## src/rtl/ext_int_ctrl_pkg.sv

```systemverilog
// Shared constants for the external interrupt controller: write opcodes,
// status-word field positions and the status packing helper.
package ext_int_ctrl_pkg;

    localparam int EIC_NUM_SRC = 2;

    localparam logic [1:0] EIC_OP_CLEAR = 2'b00;
    localparam logic [1:0] EIC_OP_MASK  = 2'b01;
    localparam logic [1:0] EIC_OP_MODE  = 2'b10;
    localparam logic [1:0] EIC_OP_SWSET = 2'b11;

    localparam int EIC_ST_REQ     = 31;
    localparam int EIC_ST_ID      = 8;
    localparam int EIC_ST_MODE    = 6;
    localparam int EIC_ST_MASK    = 4;
    localparam int EIC_ST_PENDING = 2;
    localparam int EIC_ST_SYNC    = 0;

    function automatic logic [31:0] eic_status(
        input logic       req,
        input logic       id,
        input logic [1:0] mode,
        input logic [1:0] mask,
        input logic [1:0] pending,
        input logic [1:0] sync
    );
        logic [31:0] word;
        word = 32'h0000_0000;
        word[EIC_ST_REQ]                 = req;
        word[EIC_ST_ID]                  = id;
        word[EIC_ST_MODE+1:EIC_ST_MODE]  = mode;
        word[EIC_ST_MASK+1:EIC_ST_MASK]  = mask;
        word[EIC_ST_PENDING+1:EIC_ST_PENDING] = pending;
        word[EIC_ST_SYNC+1:EIC_ST_SYNC]  = sync;
        return word;
    endfunction

endpackage

```

## src/rtl/ext_int_ctrl_sync_edge.sv

```systemverilog
// One interrupt source: multi-flop synchronizer, previous-value flop and
// mode-selected event (rising edge or level).
module int_sync_edge #(
    parameter int SYNC_STAGES = 2
) (
    input  logic clk,
    input  logic rst,
    input  logic src,
    input  logic mode,
    output logic sync,
    output logic evt
);

    logic [SYNC_STAGES-1:0] chain_r;
    logic                   prev_r;

    // Synchronizer chain and last synchronized value
    always_ff @(posedge clk or posedge rst) begin
        if (rst) begin
            chain_r <= '0;
            prev_r  <= 1'b0;
        end else begin
            chain_r <= {chain_r[SYNC_STAGES-2:0], src};
            prev_r  <= chain_r[SYNC_STAGES-1];
        end
    end

    assign sync = chain_r[SYNC_STAGES-1];

    // Level mode passes the synchronized input; edge mode needs a low-to-high step
    always_comb begin
        evt = 1'b0;
        if (mode) begin
            evt = sync;
        end else begin
            evt = sync & ~prev_r;
        end
    end

endmodule

```

## src/rtl/ext_int_ctrl.sv

```systemverilog
// External interrupt controller: latches pending sources, applies mask and
// fixed priority, and serves a single status/command IO register.
module ext_int_ctrl
    import ext_int_ctrl_pkg::*;
#(
    parameter int SYNC_STAGES = 2
) (
    input  logic        Clock,
    input  logic        Reset,
    input  logic [1:0]  IRQ_Src,
    input  logic        IO_EnR,
    input  logic        IO_EnW,
    input  logic [31:0] IO_DataW,
    output logic [31:0] IO_DataR,
    output logic        EIC_I_Req,
    output logic        EIC_I_Id
);

    logic [EIC_NUM_SRC-1:0] sync_s;
    logic [EIC_NUM_SRC-1:0] evt_s;
    logic [EIC_NUM_SRC-1:0] pending_r, pending_next_s;
    logic [EIC_NUM_SRC-1:0] mask_r, mask_next_s;
    logic [EIC_NUM_SRC-1:0] mode_r, mode_next_s;
    logic [1:0]             op_s;
    logic [1:0]             operand_s;
    logic                   req_r, req_next_s;
    logic                   id_r, id_next_s;
    logic [31:0]            data_r;
    logic                   unused_dataw_s;

    for (genvar i = 0; i < EIC_NUM_SRC; i++) begin : g_src
        int_sync_edge #(
            .SYNC_STAGES (SYNC_STAGES)
        ) u_sync (
            .clk  (Clock),
            .rst  (Reset),
            .src  (IRQ_Src[i]),
            .mode (mode_r[i]),
            .sync (sync_s[i]),
            .evt  (evt_s[i])
        );
    end

    assign op_s           = IO_DataW[31:30];
    assign operand_s      = IO_DataW[1:0];
    assign unused_dataw_s = ^IO_DataW[29:2];

    // Command decode and next-state: set beats clear, request uses next-state values
    always_comb begin
        pending_next_s = pending_r;
        mask_next_s    = mask_r;
        mode_next_s    = mode_r;
        req_next_s     = 1'b0;
        id_next_s      = id_r;
        for (int i = 0; i < EIC_NUM_SRC; i++) begin
            if (evt_s[i] || (IO_EnW && (op_s == EIC_OP_SWSET) && operand_s[i])) begin
                pending_next_s[i] = 1'b1;
            end else if (IO_EnW && (op_s == EIC_OP_CLEAR) && operand_s[i]) begin
                pending_next_s[i] = 1'b0;
            end else begin
                pending_next_s[i] = pending_r[i];
            end
        end
        if (IO_EnW) begin
            case (op_s)
                EIC_OP_MASK: mask_next_s = operand_s;
                EIC_OP_MODE: mode_next_s = operand_s;
                default:     mask_next_s = mask_r;
            endcase
        end else begin
            mask_next_s = mask_r;
        end
        req_next_s = |(pending_next_s & mask_next_s);
        if (req_next_s) begin
            id_next_s = (pending_next_s[0] & mask_next_s[0]) ? 1'b0 : 1'b1;
        end else begin
            id_next_s = id_r;
        end
    end

    // Control state, registered request/ID and registered read data
    always_ff @(posedge Clock or posedge Reset) begin
        if (Reset) begin
            pending_r <= '0;
            mask_r    <= '0;
            mode_r    <= '0;
            req_r     <= 1'b0;
            id_r      <= 1'b0;
            data_r    <= 32'h0000_0000;
        end else begin
            pending_r <= pending_next_s;
            mask_r    <= mask_next_s;
            mode_r    <= mode_next_s;
            req_r     <= req_next_s;
            id_r      <= id_next_s;
            if (IO_EnR) begin
                data_r <= eic_status(req_next_s, id_next_s, mode_r, mask_r, pending_r, sync_s);
            end else begin
                data_r <= data_r;
            end
        end
    end

    assign IO_DataR  = data_r;
    assign EIC_I_Req = req_r;
    assign EIC_I_Id  = id_r;

endmodule

```

## config.mk

```make
export PLATFORM = sky130hd
export DESIGN_NAME = ext_int_ctrl
export DESIGN_NICKNAME = d
export VERILOG_FILES = /design/src/rtl/ext_int_ctrl_pkg.sv /design/src/rtl/ext_int_ctrl_sync_edge.sv /design/src/rtl/ext_int_ctrl.sv
export SDC_FILE = /design/constraint.sdc
export NUM_CORES = 1
export LEC_CHECK = 0
export ABC_CLOCK_PERIOD_IN_PS = 1200
export BUFFER_PORTS_ARGS = -buffer_cell sky130_fd_sc_hd__buf_2
export CAP_MARGIN = 20
export CORE_ASPECT_RATIO = 1.1
export CORE_UTILIZATION = 37
export CTS_CLUSTER_DIAMETER = 40
export DETAILED_ROUTE_END_ITERATION = 10
export PLACE_DENSITY_LB_ADDON = 0.12
export SYNTH_ARGS = -nofsm -noshare
export SYNTH_HDL_FRONTEND = slang
export SYNTH_HIERARCHICAL = 1
export SYNTH_SLANG_ARGS = --single-unit
```

## constraint.sdc

```tcl
create_clock -name Clock -period 1.2 [get_ports Clock]
set_input_delay 0.24 -clock Clock [delete_from_list [all_inputs] [get_ports Clock]]
set_output_delay 0.24 -clock Clock [all_outputs]
set_load 0.005 [all_outputs]
```

### Word level (Yosys, flattened, before mapping)

Cells that the tools add are included.
Widths: inputs -> output; s select.

| storage, ports and cells | value |
|---|---|
| flip-flop bits (word level) | 24 |
| output and inout bits | 34 |

| operators by class | value |
|---|---|
| equality and inequality tests | 3 |
| multiplexer cells | 10 |
| bitwise operators | 6 |
| reduce and logical (&&, ||, !) cells | 11 |

Operators by type and width:

| kind | number |
|---|---|
| $mux 1 | 8 |
| $logic_and 1x1->1 | 6 |
| $eq 2x2->1 const B | 2 |
| $mux 2 | 2 |
| $and 1x1->1 | 3 |
| $and 2x2->2 | 1 |
| $eq 2x1->1 const B | 1 |
| $logic_not 2->1 | 1 |
| $logic_or 1x1->1 | 2 |
| $not 1->1 | 2 |
| $reduce_and 2->1 | 1 |
| $reduce_or 2->1 | 1 |

### Depth between registers and ports, before layout

Gate-level depths: netlist of run 1.

| depth | value |
|---|---|
| depth in word-level cells | 8 |
| depth in mapped cells | 5 |

### By module

Netlist of run 1, hierarchy kept.

By module, submodules not included:

| module | times used | cells an instance | area each (µm²) |
|---|---|---|---|
| ext_int_ctrl | 1 | 73 | 927.1 |
| int_sync_edge | 2 | 6 | 90.1 |

### Least setup slack after synthesis of run 1

OpenSTA, ideal clock, no wires.

| timing path | value |
|---|---|
| path type | register -> register |
| start | reg pending_r[0] |
| end | reg data_r[31] (netlist: IO_DataR[31]) |
| arrival time | 1.190 ns |
| setup slack | -0.115 ns |
| stages on the path, launching flop included | 5 |
| clock period less this slack | 1.315 ns |
| cells stage by stage | dfrtp_1 > a41o_2 > a21oi_4 > a2bb2o_4 > mux2_4 |

| between the ends | value |
|---|---|
| longest elaborated chain between the ends | 4 |

Ends and longest elaborated chain:

| item | RTL line | text |
|---|---|---|
| start, declared | ext_int_ctrl.sv:21 | `logic [EIC_NUM_SRC-1:0] pending_r, pending_next_s;` |
| start signal, assigned | ext_int_ctrl.sv:91 | `pending_r <= pending_next_s;` |
| $mux 1 | ext_int_ctrl.sv:58 | `end else if (IO_EnW && (op_s == EIC_OP_CLEAR) && operand_s[i]) begin` |
| $mux 1 | ext_int_ctrl.sv:56 | `if (evt_s[i] \|\| (IO_EnW && (op_s == EIC_OP_SWSET) && operand_s[i])) begin` |
| $and 2x2->2 | ext_int_ctrl.sv:73 | `req_next_s = \|(pending_next_s & mask_next_s);` |
| $reduce_or 2->1 | ext_int_ctrl.sv:73 |  |
| named net req_next_s | ext_int_ctrl.sv:26 | `logic req_r, req_next_s;` |
| end signal, assigned | ext_int_ctrl.sv:97 | `data_r <= eic_status(req_next_s, id_next_s, mode_r, mask_r, pending_r, sync_s);` |
| end signal, assigned | ext_int_ctrl.sv:99 | `data_r <= data_r;` |
| end, declared | ext_int_ctrl.sv:28 | `logic [31:0] data_r;` |

The timed path passes the listed nets, and every way through them passes these cells.
A chain may end at the register's enable or synchronous reset.

### Final worst setup path of run 1

Ends and elaborated chain as after synthesis.

==> results of run 1 <==
## worst register-to-register path, cell delays in order (launching register included)
cell	delay, ns
dfrtp_1	0.40
a41o_2	0.25
a21oi_4	0.14
a2bb2o_4	0.23
mux2_4	0.25
## Yosys cell counts, drive strengths merged
| cell type | number | share of area, % |
|---|---|---|
| dfrtp | 24 | 54 |
| buf | 22 | 15 |
| mux2 | 12 | 13 |
| inv | 8 | 2.7 |
| a21oi | 3 | 2.4 |
| a21boi | 2 | 1.4 |
| a2bb2o | 1 | 1.8 |
| a41o | 1 | 1.0 |
| a41oi | 1 | 0.79 |
| and4bb | 1 | 1.1 |
| clkbuf | 1 | 0.34 |
| conb | 1 | 0.34 |
| mux2i | 1 | 0.90 |
| nand2 | 1 | 0.34 |
| nand3b | 1 | 1.8 |
| nand4bb | 1 | 1.0 |
| nor2 | 1 | 0.34 |
| o21ai | 1 | 0.45 |
| o21bai | 1 | 0.68 |
| o22ai | 1 | 0.57 |
## worst max path at each step
stage                                       from                        to  slack (ns)  cells after the start
final                     pending_r[0]$_DFF_PP0_  IO_DataR[31]$_DFFE_PP0P_       -0.16                      4
after global routing      pending_r[0]$_DFF_PP0_  IO_DataR[31]$_DFFE_PP0P_       -0.20                      4
after CTS                 pending_r[0]$_DFF_PP0_  IO_DataR[31]$_DFFE_PP0P_       -0.17                      4
after detailed placement            IO_DataW[31]  IO_DataR[31]$_DFFE_PP0P_       -0.25                      5
after global placement              IO_DataW[31]  IO_DataR[31]$_DFFE_PP0P_       -0.25                      5
after floorplan           pending_r[0]$_DFF_PP0_  IO_DataR[31]$_DFFE_PP0P_       -0.11                      4
## cell type report
| class | instances | share of cell area, % |
|---|---|---|
| flip-flops and latches | 24 | 44.8 |
| multi-input cells | 51 | 30.8 |
| repair buffers | 35 | 16.4 |
| well taps | 33 | 3.08 |
| clock buffers | 4 | 2.71 |
| inverters | 8 | 2.24 |
## kinds of logic (layout without fill, tap and decap cells)
family | after synthesis | in the layout
buffers and inverters | 31 | 47
flip-flops | 24 | 24
multiplexers | 13 | 13
AO/OA/AOI/OAI | 11 | 11
AND/OR/NAND/NOR | 5 | 5
other | 1 | 22
## metrics by stage
step | instance area [µm²] | util [%] | worst slack [ns] | power, mW
CTS | 1330 | 47.5 | -0.166 | 1.85
global placement | 1250 | 44.5 | -0.246 | 1.39
global route | 1340 | 47.9 | -0.199 | 1.95
detailed placement | 1250 | 44.5 | -0.254 | 1.40
finish | 1340 | 47.9 | -0.160 | 1.82
floorplan | 1190 | - | -0.115 | 1.26
## state kept, by name (all words and copies together), names as in the netlist
name and count:
EIC_I_Id 1, EIC_I_Req 1, IO_DataR 10, g_src.u_sync/chain_r 4
g_src.u_sync/prev_r 2, mask_r 2, mode_r 2, pending_r 2
## layer usage
metal  wire [µm]  global-route usage, %  up-vias
met1         783                   17.4      323
li1            -                      -      313
met5           0                      0        -
met3          84                   3.08        0
met4           0                   4.40        0
met2         860                   19.0       25
## report_power, final
group          total, mW  internal [mW]  switching [mW]
Clock              0.415          0.185           0.230
Combinational      0.418          0.242           0.176
Sequential         0.985          0.928          0.0564
## repair_timing
action,in CTS,in global routing
hold buffers,1,0
pin swaps,3,2
setup buffers,1,1
gates resized for setup,6,2
hold endpoints to repair,24,0
setup endpoints to repair,3,3
gates cloned,0,0
==> metrics, run 1 <==
outcome complete, but fails checks; failing checks negative setup slack; post-route minimum period 1.36 ns; synthesis warning total 6; CTS clk-pin slew, worst paths 0.13 ns; largest net degree at the start of global routing 19; CP max FO 2; GP Congestion roughly 0.7; # placed instances roughly 150; Post-layout nets 161; DRT iter0 DRCs 7; Filler cells 275; post-route setup slack -0.160 ns; non-filler cells in the finished layout ~160; Root Buffer clkbuf_4; post-synthesis mux area share between 10% and 20%; Placeable Area 2800 µm²; Routed Antenna Nets 0; Synth Instances 85; post-synthesis simple-gate area fraction 4.63%; first-pass GRT wire length 2850 µm; # setup viols final 4; layout cell share with drive strength beyond 1 48.4%; power density cells 1360 nW/µm²; r2r setup slk -0.16 ns; RSZ-0062 raised after global routing yes; capturing point of the worst reg2reg path IO_DataR[31]$_DFFE_PP0P_; Routed WL 1730 µm; Startpoint Class flop; Worst R2R Start pending_r[0]$_DFF_PP0_; die span in x 54.2 µm; total of max-cap violations 0; Post-Synth Adder-Cell Area 0%; total negative slack -0.376 ns; CTS tree yes; ant diodes 0; Num CTS Buffers 3; synth unique cells 22; worst reg2reg path depth 4; Max Root-Sink Buffers 2; maximum vdd drop 0.840 mV; Mapped Avg Cell Area 13.0 µm²; Largest delay share family, worst path compound AO/OA/AOI/OAI gates; Compound-Gate Fraction of Synth Area 9.04%; Worst Skew 0.000616 ns; wire per inst 11.1 µm; Lkg Pwr 0.669 nW; clk_lat worst skew 0.30 ns; CP bufs+invs 0; final hold violation count 0; Worst Setup Path Type flop to flop; DRC violations left 0; CTS H-tree depth 1; final hold slack 0.0314 ns; Area growth, synth to finish 21.1%; slowest cell delay on critical path ~0.40 ns; final period utilization 113%; Pins Over Slew Limit 0; slowest CP cell dfrtp_1; Die Footprint between 3000 and 4000 µm²; Die Ht 59.4 µm; Hold Path End g_src[1].u_sync/chain_r[0]$_DFF_PP0_; antenna violations before repair 0; GR Util All Layers 12.6%; Pre-antenna DRT Iters 4; CP Data Required Time 1.41 ns; area of the multi-input gates between 400 and 500 µm²; largest family of logic cells by synthesized area buffers and inverters; CP arrival 1.57 ns; IO buf count 21; Fmax 736 MHz; Top-Level Pins 72; DP HPWL around 1300 µm; clock sink count 24; Yosys reg bits 24; register area share after synthesis around 54%; hold path cells 1; commonest non-fill, non-tap cell in the layout dfrtp_1; vias in the first global route around 620; Sequential Area ~600 µm²; Vias 661; Synth Area in XOR/XNOR 0%; commonest cells after routing, fill and taps aside dfrtp_1, conb_1, buf_2, buf_4, mux2_2; synthesized cell area 1110 µm²; Via density roughly 4.3; Hold Crit Start IRQ_Src[1]; worst-path cell chain a41o_2 > a21oi_4 > a2bb2o_4 > mux2_4; total global routing overflow 0; Initial Utilization 39.5%; critical path endpoint category flop; row cnt 20; Hold WC Path Type input pin to flop
Note: power is estimated with default switching activity, not from simulation.
==> run 2, diff against run 1 <==
--- a/config.mk
+++ b/config.mk
@@ -10,9 +10,11 @@
 export CAP_MARGIN = 20
 export CORE_ASPECT_RATIO = 1.1
 export CORE_UTILIZATION = 37
+export CTS_BUF_LIST = sky130_fd_sc_hd__clkbuf_8 sky130_fd_sc_hd__clkbuf_16
 export CTS_CLUSTER_DIAMETER = 40
 export DETAILED_ROUTE_END_ITERATION = 10
 export PLACE_DENSITY_LB_ADDON = 0.12
+export SETUP_SLACK_MARGIN = 0.5
 export SYNTH_ARGS = -nofsm -noshare
 export SYNTH_HDL_FRONTEND = slang
 export SYNTH_HIERARCHICAL = 1
==> metrics, run 2 (same netlist as run 1, synthesis figures left out) <==
power density cells 1360 nW/µm² (+0.47%); Hold Path End g_src[0].u_sync/chain_r[0]$_DFF_PP0_; row cnt 20 (unchanged); # setup viols final 4 (unchanged); Root Buffer clkbuf_8; Startpoint Class flop; maximum vdd drop 0.834 mV (-0.61%); ant diodes 0 (unchanged); Initial Utilization 39.5% (unchanged); Routed WL 2020 µm (+17%); critical path endpoint category flop; worst-path cell chain a41o_2 > a21oi_4 > a2bb2o_4 > mux2_4; clk_lat worst skew 0.27 ns (-0.03 ns); RSZ-0062 raised after global routing yes; total negative slack -0.538 ns (-0.162 ns); Pre-antenna DRT Iters 3 (-1); CP max FO 2 (unchanged); worst reg2reg path depth 4 (unchanged); Pins Over Slew Limit 0 (unchanged); Die Ht 59.4 µm (unchanged); Num CTS Buffers 3 (unchanged); total global routing overflow 0 (unchanged); fin util 55.7% (+7.8 points); capturing point of the worst reg2reg path IO_DataR[31]$_DFFE_PP0P_; total of max-cap violations 0 (unchanged); Via density 4.31 (+1.1%); Post-layout nets 173 (+7.5%); Placeable Area 2800 µm² (unchanged); Routed Antenna Nets 0 (unchanged); outcome complete, but fails checks; CP arrival 1.55 ns (-0.02 ns); max reg flops 10 (unchanged); r2r setup slk -0.20 ns (-0.04 ns); Largest delay share family, worst path compound AO/OA/AOI/OAI gates; clock sink count 24 (unchanged); total power draw 2.12 mW (+17%); CTS tree yes; CTS clk-pin slew, worst paths 0.08 ns (-0.05 ns); Lkg Pwr 0.774 nW (+16%); Fmax 716 MHz (-2.7%); failing checks negative setup slack; Hold WC Path Type input pin to flop; commonest non-fill, non-tap cell in the layout dfrtp_1; final hold violation count 0 (unchanged); DP HPWL 1330 µm (+4.2%); slowest CP cell dfrtp_1; CP bufs+invs 0 (unchanged); largest net degree at the start of global routing 19 (unchanged); Max Root-Sink Buffers 2 (unchanged); Worst R2R Start pending_r[0]$_DFF_PP0_; Top-Level Pins 72 (unchanged); commonest cells after routing, fill and taps aside dfrtp_1, conb_1, buf_2, buf_4, buf_6; Vias 720 (+8.9%); IO buf count 21 (unchanged); post-route setup slack -0.197 ns (-0.0376 ns); Die Footprint 3220 µm² (unchanged); post-route design area 1560 µm² (+16%); vias in the first global route 666 (+6.7%); hold path cells 1 (unchanged); Area growth, synth to finish 40.9%; DRC violations left 0 (unchanged); GR Util All Layers 14.5% (+1.9 points); DRT iter0 DRCs 24 (+17); CP Data Required Time 1.36 ns (-0.05 ns); Worst Skew 0.00236 ns (+0.00174 ns); Filler cells 248 (-9.8%); GP Congestion 0.782 (+12%); Post-DP Area 1320 µm² (+5.8%); post-route minimum period 1.40 ns (+0.0376 ns); layout cell share with drive strength beyond 1 57.5% (+9.1 points); slowest cell delay on critical path 0.40 ns (about the same); CTS H-tree depth 1 (unchanged); die span in x 54.2 µm (unchanged); antenna violations before repair 0 (unchanged); final period utilization 116% (+3.1 points); wire per inst 12.1 µm (+8.3%); Hold Crit Start IRQ_Src[0]; first-pass GRT wire length 3180 µm (+12%); Worst Setup Path Type flop to flop
-- run 2: changes by cell type in the layout (fill, tap and decap cells not counted), moves of 2 or more --
cell,before,now
buf_6,2,10
mux2_2,10,6
mux2_4,2,6
clkbuf_4,3,0
clkbuf_8,1,4
buf_4,11,13
-- run 2: timing repair --
item / CTS / global route
pin swaps: 3 / 2
resized for setup: 10 / 14
setup endpoints to repair: 30 / 48
hold endpoints to repair: 24 / 6
hold buffers: 1 / 1
gates cloned: 0 / 1
setup buffers: 3 / 5
-- run 2: worst max path at each step --
stage,startpoint,endpoint,slack (ns),cells after the start
after floorplan,pending_r[0]$_DFF_PP0_,IO_DataR[31]$_DFFE_PP0P_,-0.11,4
after global placement,IO_DataW[31],IO_DataR[31]$_DFFE_PP0P_,-0.23,5
after detailed placement,IO_DataW[31],IO_DataR[31]$_DFFE_PP0P_,-0.23,5
after CTS,pending_r[0]$_DFF_PP0_,IO_DataR[31]$_DFFE_PP0P_,-0.18,4
after global routing,pending_r[0]$_DFF_PP0_,IO_DataR[31]$_DFFE_PP0P_,-0.22,4
final,pending_r[0]$_DFF_PP0_,IO_DataR[31]$_DFFE_PP0P_,-0.20,4
-- run 2: cell type report --
cell class | instances | area [µm²] | share of cell area (%)
multi-input cells | 51 | 463 | 29.7
flip-flops and latches | 24 | 601 | 38.5
clock buffers | 4 | 55.1 | 3.53
inverters | 8 | 30.0 | 1.92
well taps | 33 | 41.3 | 2.65
repair buffers | 47 | 370 | 23.7
-- run 2: stage by stage --
step,worst slack (ns),std cells,hold WS (ns)
floorplan,-0.115,106,-0.00636
global placement,-0.231,153,0.126
detailed placement,-0.233,153,0.131
CTS,-0.184,161,0.0648
global route,-0.220,167,0.0625
finish,-0.197,167,0.0714
-- run 2: routing by layer --
metal | wire (µm) | GRT usage, % | vias to the layer above
met5 | 0 | 0 | -
met4 | 46 | 9.89 | 0
met3 | 92 | 2.31 | 4
met2 | 989 | 22.0 | 33
met1 | 888 | 18.7 | 349
li1 | - | - | 334
-- run 2: power by group --
| group | internal, mW | total [mW] | switching (mW) |
|---|---|---|---|
| Combinational | 0.367 | 0.589 | 0.222 |
| Clock | 0.293 | 0.548 | 0.255 |
| Sequential | 0.929 | 0.988 | 0.0586 |
| Total | 1.59 | 2.12 | 0.536 |
